File: src/rtl/pre_if_stage.sv
// Pre-IF stage: selects the next fetch PC (sequential / branch / exception),
// drives the address phase of the instruction SRAM-like bus and hands each
// accepted fetch PC to IF.
//
// Handshakes: to_fs_valid/fs_allowin transfer an entry in any cycle where
// both are high. inst_sram_req/inst_sram_addr_ok complete a request in any
// cycle where both are high. Once req is raised it stays high, with a stable
// address, until addr_ok.
module pre_if_stage #(
    parameter logic [31:0] RESET_PC = 32'hbfc00000
) (
    input  logic        clk,
    input  logic        resetn,
    input  logic        br_valid,
    input  logic        br_taken,
    input  logic [31:0] br_pc,
    input  logic [31:0] br_target,
    input  logic        ws_handle_ex,
    input  logic [31:0] ex_pc,
    input  logic        fs_allowin,
    output logic        to_fs_valid,
    output logic [32:0] to_fs_bus,
    output logic        drop_resp,
    output logic        inst_sram_req,
    output logic        inst_sram_wr,
    output logic [1:0]  inst_sram_size,
    output logic [31:0] inst_sram_addr,
    output logic [31:0] inst_sram_wdata,
    input  logic        inst_sram_addr_ok,
    output logic [1:0]  o_dbg_state
);

    typedef enum logic [1:0] {S_IDLE = 2'd0, S_REQ = 2'd1, S_HOLD = 2'd2} state_t;
    typedef enum logic [1:0] {SRC_NPC = 2'd0, SRC_BR = 2'd1, SRC_EX = 2'd2} src_t;

    state_t      r_state;
    src_t        r_req_src;
    logic [31:0] r_req_addr;
    logic [31:0] r_npc;
    logic [31:0] r_last_pc;
    logic        r_br_buf_valid;
    logic        r_br_buf_wait_ds;
    logic [31:0] r_br_buf_target;
    logic [31:0] r_br_ds_pc;
    logic        r_ex_buf_valid;
    logic [31:0] r_ex_buf_pc;
    logic        r_cancel;
    logic [32:0] r_hold_bus;

    logic [31:0] w_sel_addr;
    src_t        w_sel_src;
    logic [31:0] w_cur_addr;
    src_t        w_cur_src;
    logic        w_br_hit;
    logic        w_idle_go;
    logic        w_idle_req;
    logic        w_idle_adel;
    logic        w_req;
    logic        w_hs;
    logic        w_stale;
    logic        w_hs_good;
    logic        w_hold_out;
    logic        w_consume;

    // Fetch-address selection and handshake qualification.
    always_comb begin
        w_sel_addr = r_npc;
        w_sel_src  = SRC_NPC;
        if (r_ex_buf_valid) begin
            w_sel_addr = r_ex_buf_pc;
            w_sel_src  = SRC_EX;
        end else if (r_br_buf_valid && !r_br_buf_wait_ds) begin
            w_sel_addr = r_br_buf_target;
            w_sel_src  = SRC_BR;
        end
        w_br_hit   = br_valid && br_taken;
        // A redirect pulse in IDLE defers issue by one cycle so the new
        // buffer contents steer the very next fetch.
        w_idle_go   = (r_state == S_IDLE) && resetn && fs_allowin && !ws_handle_ex && !w_br_hit;
        w_idle_req  = w_idle_go && (w_sel_addr[1:0] == 2'b00);
        w_idle_adel = w_idle_go && (w_sel_addr[1:0] != 2'b00);
        w_cur_addr  = (r_state == S_REQ) ? r_req_addr : w_sel_addr;
        w_cur_src   = (r_state == S_REQ) ? r_req_src : w_sel_src;
        w_req       = w_idle_req || (r_state == S_REQ);
        w_hs        = w_req && inst_sram_addr_ok;
        w_stale     = (r_state == S_REQ) && (r_cancel || ws_handle_ex);
        w_hs_good   = w_hs && !w_stale;
        w_hold_out  = (r_state == S_HOLD) && !ws_handle_ex;
        w_consume   = w_hs_good || w_idle_adel;
    end

    // Output drive: entries go to IF combinationally on a good handshake.
    always_comb begin
        inst_sram_req   = w_req;
        inst_sram_addr  = w_req ? w_cur_addr : 32'd0;
        inst_sram_wr    = 1'b0;
        inst_sram_size  = 2'd2;
        inst_sram_wdata = 32'd0;
        to_fs_valid     = w_hs_good || w_idle_adel || w_hold_out;
        to_fs_bus       = 33'd0;
        if (w_hold_out)
            to_fs_bus = r_hold_bus;
        else if (w_hs_good || w_idle_adel)
            to_fs_bus = {w_idle_adel, w_cur_addr};
        drop_resp   = (w_hs && w_stale) || ((r_state == S_HOLD) && ws_handle_ex);
        o_dbg_state = r_state;
    end

    // PC bookkeeping, redirect buffers and the request FSM.
    always_ff @(posedge clk or negedge resetn) begin
        if (!resetn) begin
            r_state          <= S_IDLE;
            r_req_src        <= SRC_NPC;
            r_req_addr       <= 32'd0;
            r_npc            <= RESET_PC;
            r_last_pc        <= RESET_PC - 32'd4;
            r_br_buf_valid   <= 1'b0;
            r_br_buf_wait_ds <= 1'b0;
            r_br_buf_target  <= 32'd0;
            r_br_ds_pc       <= 32'd0;
            r_ex_buf_valid   <= 1'b0;
            r_ex_buf_pc      <= 32'd0;
            r_cancel         <= 1'b0;
            r_hold_bus       <= 33'd0;
        end else begin
            if (w_consume) begin
                r_last_pc <= w_cur_addr;
                r_npc     <= w_cur_addr + 32'd4;
                if (w_cur_src == SRC_EX) begin
                    r_ex_buf_valid   <= 1'b0;
                    r_br_buf_valid   <= 1'b0;
                    r_br_buf_wait_ds <= 1'b0;
                end else if (w_cur_src == SRC_BR) begin
                    r_br_buf_valid <= 1'b0;
                end
                if (r_br_buf_valid && r_br_buf_wait_ds && (w_cur_addr == r_br_ds_pc))
                    r_br_buf_wait_ds <= 1'b0;
            end

            // A new branch overrides whatever consumption did above.
            if (w_br_hit && !ws_handle_ex) begin
                r_br_buf_valid   <= 1'b1;
                r_br_buf_target  <= br_target;
                r_br_ds_pc       <= br_pc + 32'd4;
                r_br_buf_wait_ds <= (r_last_pc == br_pc) &&
                                    !(w_consume && (w_cur_addr == br_pc + 32'd4));
            end

            // Exceptions win over everything else in the same cycle.
            if (ws_handle_ex) begin
                r_ex_buf_valid   <= 1'b1;
                r_ex_buf_pc      <= ex_pc;
                r_br_buf_valid   <= 1'b0;
                r_br_buf_wait_ds <= 1'b0;
            end

            case (r_state)
                S_IDLE: begin
                    if (w_idle_req && !inst_sram_addr_ok) begin
                        r_state    <= S_REQ;
                        r_req_addr <= w_sel_addr;
                        r_req_src  <= w_sel_src;
                    end
                end
                S_REQ: begin
                    if (inst_sram_addr_ok) begin
                        if (w_stale) begin
                            r_state  <= S_IDLE;
                            r_cancel <= 1'b0;
                        end else if (fs_allowin) begin
                            r_state <= S_IDLE;
                        end else begin
                            r_state    <= S_HOLD;
                            r_hold_bus <= {1'b0, r_req_addr};
                        end
                    end else begin
                        if (ws_handle_ex)
                            r_cancel <= 1'b1;
                        // A branch buffered mid-request must survive this
                        // request's consumption.
                        if (w_br_hit)
                            r_req_src <= SRC_NPC;
                    end
                end
                S_HOLD: begin
                    if (ws_handle_ex || fs_allowin)
                        r_state <= S_IDLE;
                end
                default: r_state <= S_IDLE;
            endcase
        end
    end

endmodule

File: config.mk
export PLATFORM = sky130hd
export DESIGN_NAME = pre_if_stage
export DESIGN_NICKNAME = d
export VERILOG_FILES = /design/src/rtl/pre_if_stage.sv
export SDC_FILE = /design/constraint.sdc
export NUM_CORES = 1
export LEC_CHECK = 0
export ABC_AREA = 1
export BUFFER_PORTS_ARGS = -buffer_cell sky130_fd_sc_hd__buf_2
export CORE_ASPECT_RATIO = 1.5
export CORE_MARGIN = 10
export CORE_UTILIZATION = 40
export DETAILED_ROUTE_END_ITERATION = 16
export GPL_TIMING_DRIVEN = 0
export PLACE_DENSITY = 0.68
export SLEW_MARGIN = 40
export SYNTH_ARGS = -nofsm -noshare
export SYNTH_HDL_FRONTEND = slang
export SYNTH_SLANG_ARGS = --single-unit
export TNS_END_PERCENT = 100
File: constraint.sdc
create_clock -name clk -period 6.2 [get_ports clk]
set_input_delay 0 -clock clk [delete_from_list [all_inputs] [get_ports clk]]
set_output_delay 0 -clock clk [all_outputs]
set_load 0.01 [all_outputs]
Word-level counts from Yosys, hierarchy flattened --
Index checks and enable logic that the tools add are counted.
Cells by class: add/sub/neg operators 2, eq/ne operators 13, multiplexer cells 34, bitwise operators 2, reductions and logical operators 50
Operators by type and width (count):
- 2-to-1 mux 32 bit | 4
- == test 32 bit | 3
- 2-to-1 mux 33 bit | 2
- adder 32 x 3 -> 32 bit, second input constant | 2
- logical AND 1 bit | 20
- 2-to-1 mux 2 bit | 10
- 2-to-1 mux 1 bit | 16
- nonzero test 2 bit | 5
- AND reduction 2 bit | 4
- AND reduction 4 bit | 2
- nonzero test 4 bit | 2
- logical NOT 1 bit | 6
- logical OR 1 bit | 6
- inequality test 2 x 1 -> 1 bit, second input constant | 3
- inequality test 2 bit, second input constant | 3
- case mux 2 bit (3 select lines) | 1
- AND reduction 3 bit | 2
- == test 2 x 1 -> 1 bit, second input constant | 2
- == test 2 bit, second input constant | 2
- logical NOT 2 bit | 2
- case mux 2 bit (2 select lines) | 1
- nonzero test 3 bit | 1
- inverter 1 bit | 2
Word-level totals: register bits after elaboration 232, bits of input ports 103, output and inout bits 105, word-level logic and storage cells 114

Depth between registers and ports, before layout --
word-level depth 15, mapped depth 20, gate-level depth less buffers 18

Worst setup path before layout --
OpenSTA, ideal clock, no wires.
path type flip-flop to flip-flop, start register r_br_buf_valid, end register r_npc[30], setup time 0.127 ns, data arrival time 1.962 ns, data required time 6.073 ns, setup slack 4.111 ns, cell stages (with the launch flop) 19, buffers on the path 2, clock period less this slack 2.089 ns, cell sequence dfrtp_1 > buf_6 > inv_2 > nor2_2 > buf_6 > nand2_1 > nand3_1 > nand2_1 > nand2_2 > nand2_2 > inv_1 > ha_1 > nand3_1 > nor3_2 > nand2_1 > nand2_1 > nand2_1 > nand2_1 > o21ai_1
On the way: elaborated cells on any way between the ends 13, those cells by class add/sub: 1; mux: 3; reduce/logical: 9
RTL lines:
- start, declared | RTL line 41 | logic r_br_buf_valid;
- start signal, assigned | RTL line 117 | r_br_buf_valid <= 1'b0;
- start signal, assigned | RTL line 131 | r_br_buf_valid <= 1'b0;
- start signal, assigned | RTL line 134 | r_br_buf_valid <= 1'b0;
- logical AND 1 bit | RTL line 72 | end else if (r_br_buf_valid && !r_br_buf_wait_ds) begin
- 2-to-1 mux 32 bit | RTL line 72
- 2-to-1 mux 32 bit | RTL line 69 | if (r_ex_buf_valid) begin
- 2-to-1 mux 32 bit | RTL line 82 | w_cur_addr = (r_state == S_REQ) ? r_req_addr : w_sel_addr;
- via w_cur_addr[2] | RTL line 52 | logic [31:0] w_cur_addr;
- adder 32 x 3 -> 32 bit | RTL line 128 | r_npc <= w_cur_addr + 32'd4;
- end signal, assigned | RTL line 128
- end, declared | RTL line 39 | logic [31:0] r_npc;
The timed path passes the listed nets, and every way through them passes these cells. A chain may end at the register's enable or synchronous reset.

Final worst setup path --
start register r_state[1] (netlist: o_dbg_state[1]), end output to_fs_bus[22]
On the way: word-level cells in the longest chain between the ends 12, elaborated cells on any way between the ends 19, those cells by class eq/ne: 2; mux: 3; reduce/logical: 14
RTL lines:
- start, declared | RTL line 36 | state_t r_state;
- start signal, assigned | RTL line 112 | r_state <= S_IDLE;
- start signal, assigned | RTL line 160 | r_state <= S_REQ;
- start signal, assigned | RTL line 168 | r_state <= S_IDLE;
- logical NOT 2 bit | RTL line 79 | w_idle_go = (r_state == S_IDLE) && resetn && fs_allowin && !ws_handle_ex && !w_br_hit;
- logical AND 1 bit (4 in a row) | RTL line 79
- logical AND 1 bit | RTL line 80 | w_idle_req = w_idle_go && (w_sel_addr[1:0] == 2'b00);
- logical OR 1 bit | RTL line 84 | w_req = w_idle_req || (r_state == S_REQ);
- logical AND 1 bit | RTL line 85 | w_hs = w_req && inst_sram_addr_ok;
- logical AND 1 bit | RTL line 87 | w_hs_good = w_hs && !w_stale;
- logical OR 1 bit | RTL line 103 | else if (w_hs_good || w_idle_adel)
- 2-to-1 mux 33 bit | RTL line 103
- 2-to-1 mux 33 bit (*) | RTL line 101 | if (w_hold_out)
- end, declared | RTL line 22 | output logic [32:0] to_fs_bus,
Mark *: on every way between the ends. The rest lies on a longest branch, timed or not.

==> flow_summary.yaml <==
timing:
  skew_ns: 0.01031
  rsz0062_at_grt: "no"
  period_share_pct: 62.49
  drv_slew: 0
  relSlewSlack_pct: 40.42
  worst_pin_slew_ns: 0.8937
  fin_crit_ns: 3.874
  fmax_mhz: 258.1
  hold_viol: 0
  setup_violations: 0
  setup_tns_ns: 0
cells_and_area:
  drive_gt1_share_pct: 16.57
  multi_input_area_mm2: 0.007184
  n_fill_cell: 3552
  regArea_mm2: 0.005802
  final_common_cell: "nand2_1"
  final_cell_mix: "nand2_1 (849), inv_1 (207), nand3_1 (197), dfrtp_1 (193), buf_2 (190)"
  instances_no_fill: 2948
  antenna_cells: 0
  fin_nets: 2562
  finish.utilization_pct: 50.84
  area_growth_pct: 24.87
yosys:
  synth.distinct_cells: 44
  synth_warnings: 0
  synth_edf_count: 0
  synth_flop_cell: "dfrtp_1"
  async_reset_ff_share_pct: 100.0
  netlist_area_mm2: 0.01433
  ys_ff_latch: 230
  synth-seq-area-share_pct: 40.47
  synth_cells: 2118
  avgSynthCellArea_um2: 6.768
floorplanning:
  fp.dieArea_mm2: 0.04397
  rows: 84
  core_area_mm2: 0.03521
  boundaryPins: 208
  die_height_um: 251.9
  die_w_um: 174.6
  initial_core_util_pct: 40.71
route:
  routed_wl_um: 59310
  drc: 0
  firstDrtPassIters: 6
  wl_per_cell_um: 20.12
  num_vias: 14957
  antenna_left: 0
  dr.first_iter.drc_count: 1294
  viasPerCell: 5.074
worst_setup_path:
  path_cells: "inv_1 -> nand2_2 -> inv_1 -> buf_1 -> o21ai_0 -> nand3_2 -> nand2_4 -> inv_2 -> clkbuf_1 -> o21ai_0 -> buf_2"
  required_ns: 6.20
  crit_path_max_incr_delay_ns: 0.64
  endpoint_kind: "output port"
  crit_type: "reg -> out"
  cp_slowest_cell: "clkbuf_1"
  crit_arrival_ns: 3.87
  cp-start-kind: "flop"
  critical-path-top-delay-family: "buffers and inverters"
  path_max_fanout: 10
  crit_buf_inv: 6
pwr:
  netSwitchingFraction_pct: 35.09
  leakage_nw: 9.355
  p_clk_share_pct: 30.6
  p_seq_share_pct: 42.4
  p_comb_share_pct: 27.0
  powerDensity_mw_per_mm2: 285.0
  total_power_mw: 5.102
  peakVddDrop_mv: 0.2309
  switching_power_mw: 1.790
  p_int_mw: 3.312
placed_design:
  gp_congestion: 0.9795
  io_buffers: 170
  dp_cells: 2798
  hpwl_um: 47480
global_route:
  grt_pass1_wl_um: 88390
  antenna_found_initial: 0
  grt_max_degree: 74
  first_global_vias: 14768
  overflow: 0
  track_usage_pct: 26.14
job:
  drv_cap: 0
outcome:
  status: "complete, no violations"
cts:
  cts_tree: "yes"
  htreeDepth: 1
  clk_pin_slew_ns: 0.06
  clock_path_buffers: 3
  cts_resized: 0
  cts_num_sinks: 230
  clock_latency_ns: 0.54
  cts_root_buffer: "clkbuf_16"
  numCtsBuffers: 25
hold_path:
  hp-class: "in -> reg"
==> state kept, by name, indices dropped and copies added (netlist names) <==
signal	flops
r_ex_buf_valid	1
r_req_addr	32
r_last_pc	30
r_ex_buf_pc	32
r_br_buf_wait_ds	1
r_br_buf_target	32
r_cancel	1
r_hold_bus	32
o_dbg_state	2
r_npc	32
r_br_buf_valid	1
r_req_src	2
r_br_ds_pc	32
==> synthesized netlist by cell type, types with 14 or more instances <==
| cell type | instances | area [um2] |
|---|---|---|
| nand2_2 | 26 | 162.7 |
| dfrtp_1 | 193 | 4830 |
| buf_2 | 21 | 105.1 |
| xor2_1 | 27 | 236.5 |
| nand4_1 | 21 | 131.4 |
| nand2_1 | 849 | 3187 |
| inv_1 | 207 | 777.0 |
| dfstp_2 | 37 | 972.2 |
| nand3_1 | 197 | 986.0 |
| xnor2_1 | 14 | 122.6 |
| clkbuf_1 | 43 | 161.4 |
| buf_4 | 42 | 315.3 |
| o21ai_0 | 148 | 740.7 |
| nor2_1 | 168 | 630.6 |
==> worst paths after layout <==
check	start	endpoint	slack [ns]	cells after the start
hold reg to reg	r_ex_buf_pc[22]$_DFFE_PN0P_	r_ex_buf_pc[22]$_DFFE_PN0P_	0.47	2
min in group asynchronous	resetn	r_br_buf_target[0]$_DFFE_PN0P_	0.06	3
setup reg to reg	r_br_buf_valid$_DFFE_PN0P_	r_npc[30]$_DFFE_PN0N_	3.02	18
setup / recovery	o_dbg_state[1]$_DFFE_PN0P_	to_fs_bus[22]	2.33	11
hold / removal	br_pc[6]	r_br_ds_pc[6]$_DFFE_PN0P_	0.03	4
max in group asynchronous	resetn	r_last_pc[29]$_DFFE_PN1N_	5.45	4
==> layer usage <==
metal / up-vias / GRT usage, % / wire length, um
li1: 7229 / - / -
met1: 6947 / 30.92 / 23250
met2: 645 / 45.22 / 28720
met3: 136 / 3.349 / 3830
met4: 0 / 14.25 / 3505
met5: - / 0 / 0
==> metrics by stage <==
step                      hold slack, ns  area, um2  worst slack (ns)
after floorplan                  -0.2956      14460             4.111
after global placement            0.2046      15900           0.04409
after detailed placement        -0.08689      16020             3.014
after CTS                        0.01107      17900             2.431
after global routing             0.04382      17900             2.279
final                            0.03191      17900             2.326
==> power by group through the flow <==
stage / clock network, mW / logic (mW) / registers, mW
floorplan: 0 / 0.899 / 2.10
global placement: 0 / 1.26 / 2.16
detailed placement: 0 / 1.30 / 2.18
CTS: 1.58 / 1.36 / 2.15
global route: 1.63 / 1.55 / 2.20
finish: 1.56 / 1.38 / 2.16
==> kinds of logic (layout without fill, tap and decap cells) <==
group	after synthesis	count (layout)	synth area share, %
adder cells (fa/ha/maj)	2	2	0.1745
AO/OA/AOI/OAI	184	184	6.852
flip-flops	230	230	40.47
XOR/XNOR	41	41	2.505
buffers and inverters	331	655	10.34
AND/OR/NAND/NOR	1327	1327	39.52
multiplexers	1	1	0.07855
other	2	35	0.05239
==> cell type report <==
type / instances / area share (%)
repair buffers: 279 / 11.26
clock buffers: 33 / 3.775
inverters: 217 / 4.551
plain buffers: 114 / 3.740
well taps: 473 / 3.306
clock inverters: 12 / 0.8178
multi-input cells: 1590 / 40.14
flip-flops and latches: 230 / 32.41
==> tightest hold or removal path: cells and delay by family <==
family | cells | cell delay [ns]
buffers and inverters | 1 | 0.15
AOI/OAI and AO/OA | 1 | 0.17
and+or+nand+nor | 2 | 0.21
==> timing repair <==
| item | 4_1_cts | 5_1_grt |
|---|---|---|
| hold endpoints to repair | 261 | 0 |
| setup buffers | 0 | 0 |
| hold buffers | 105 | 0 |
Note: power is estimated with default switching activity, not from simulation.
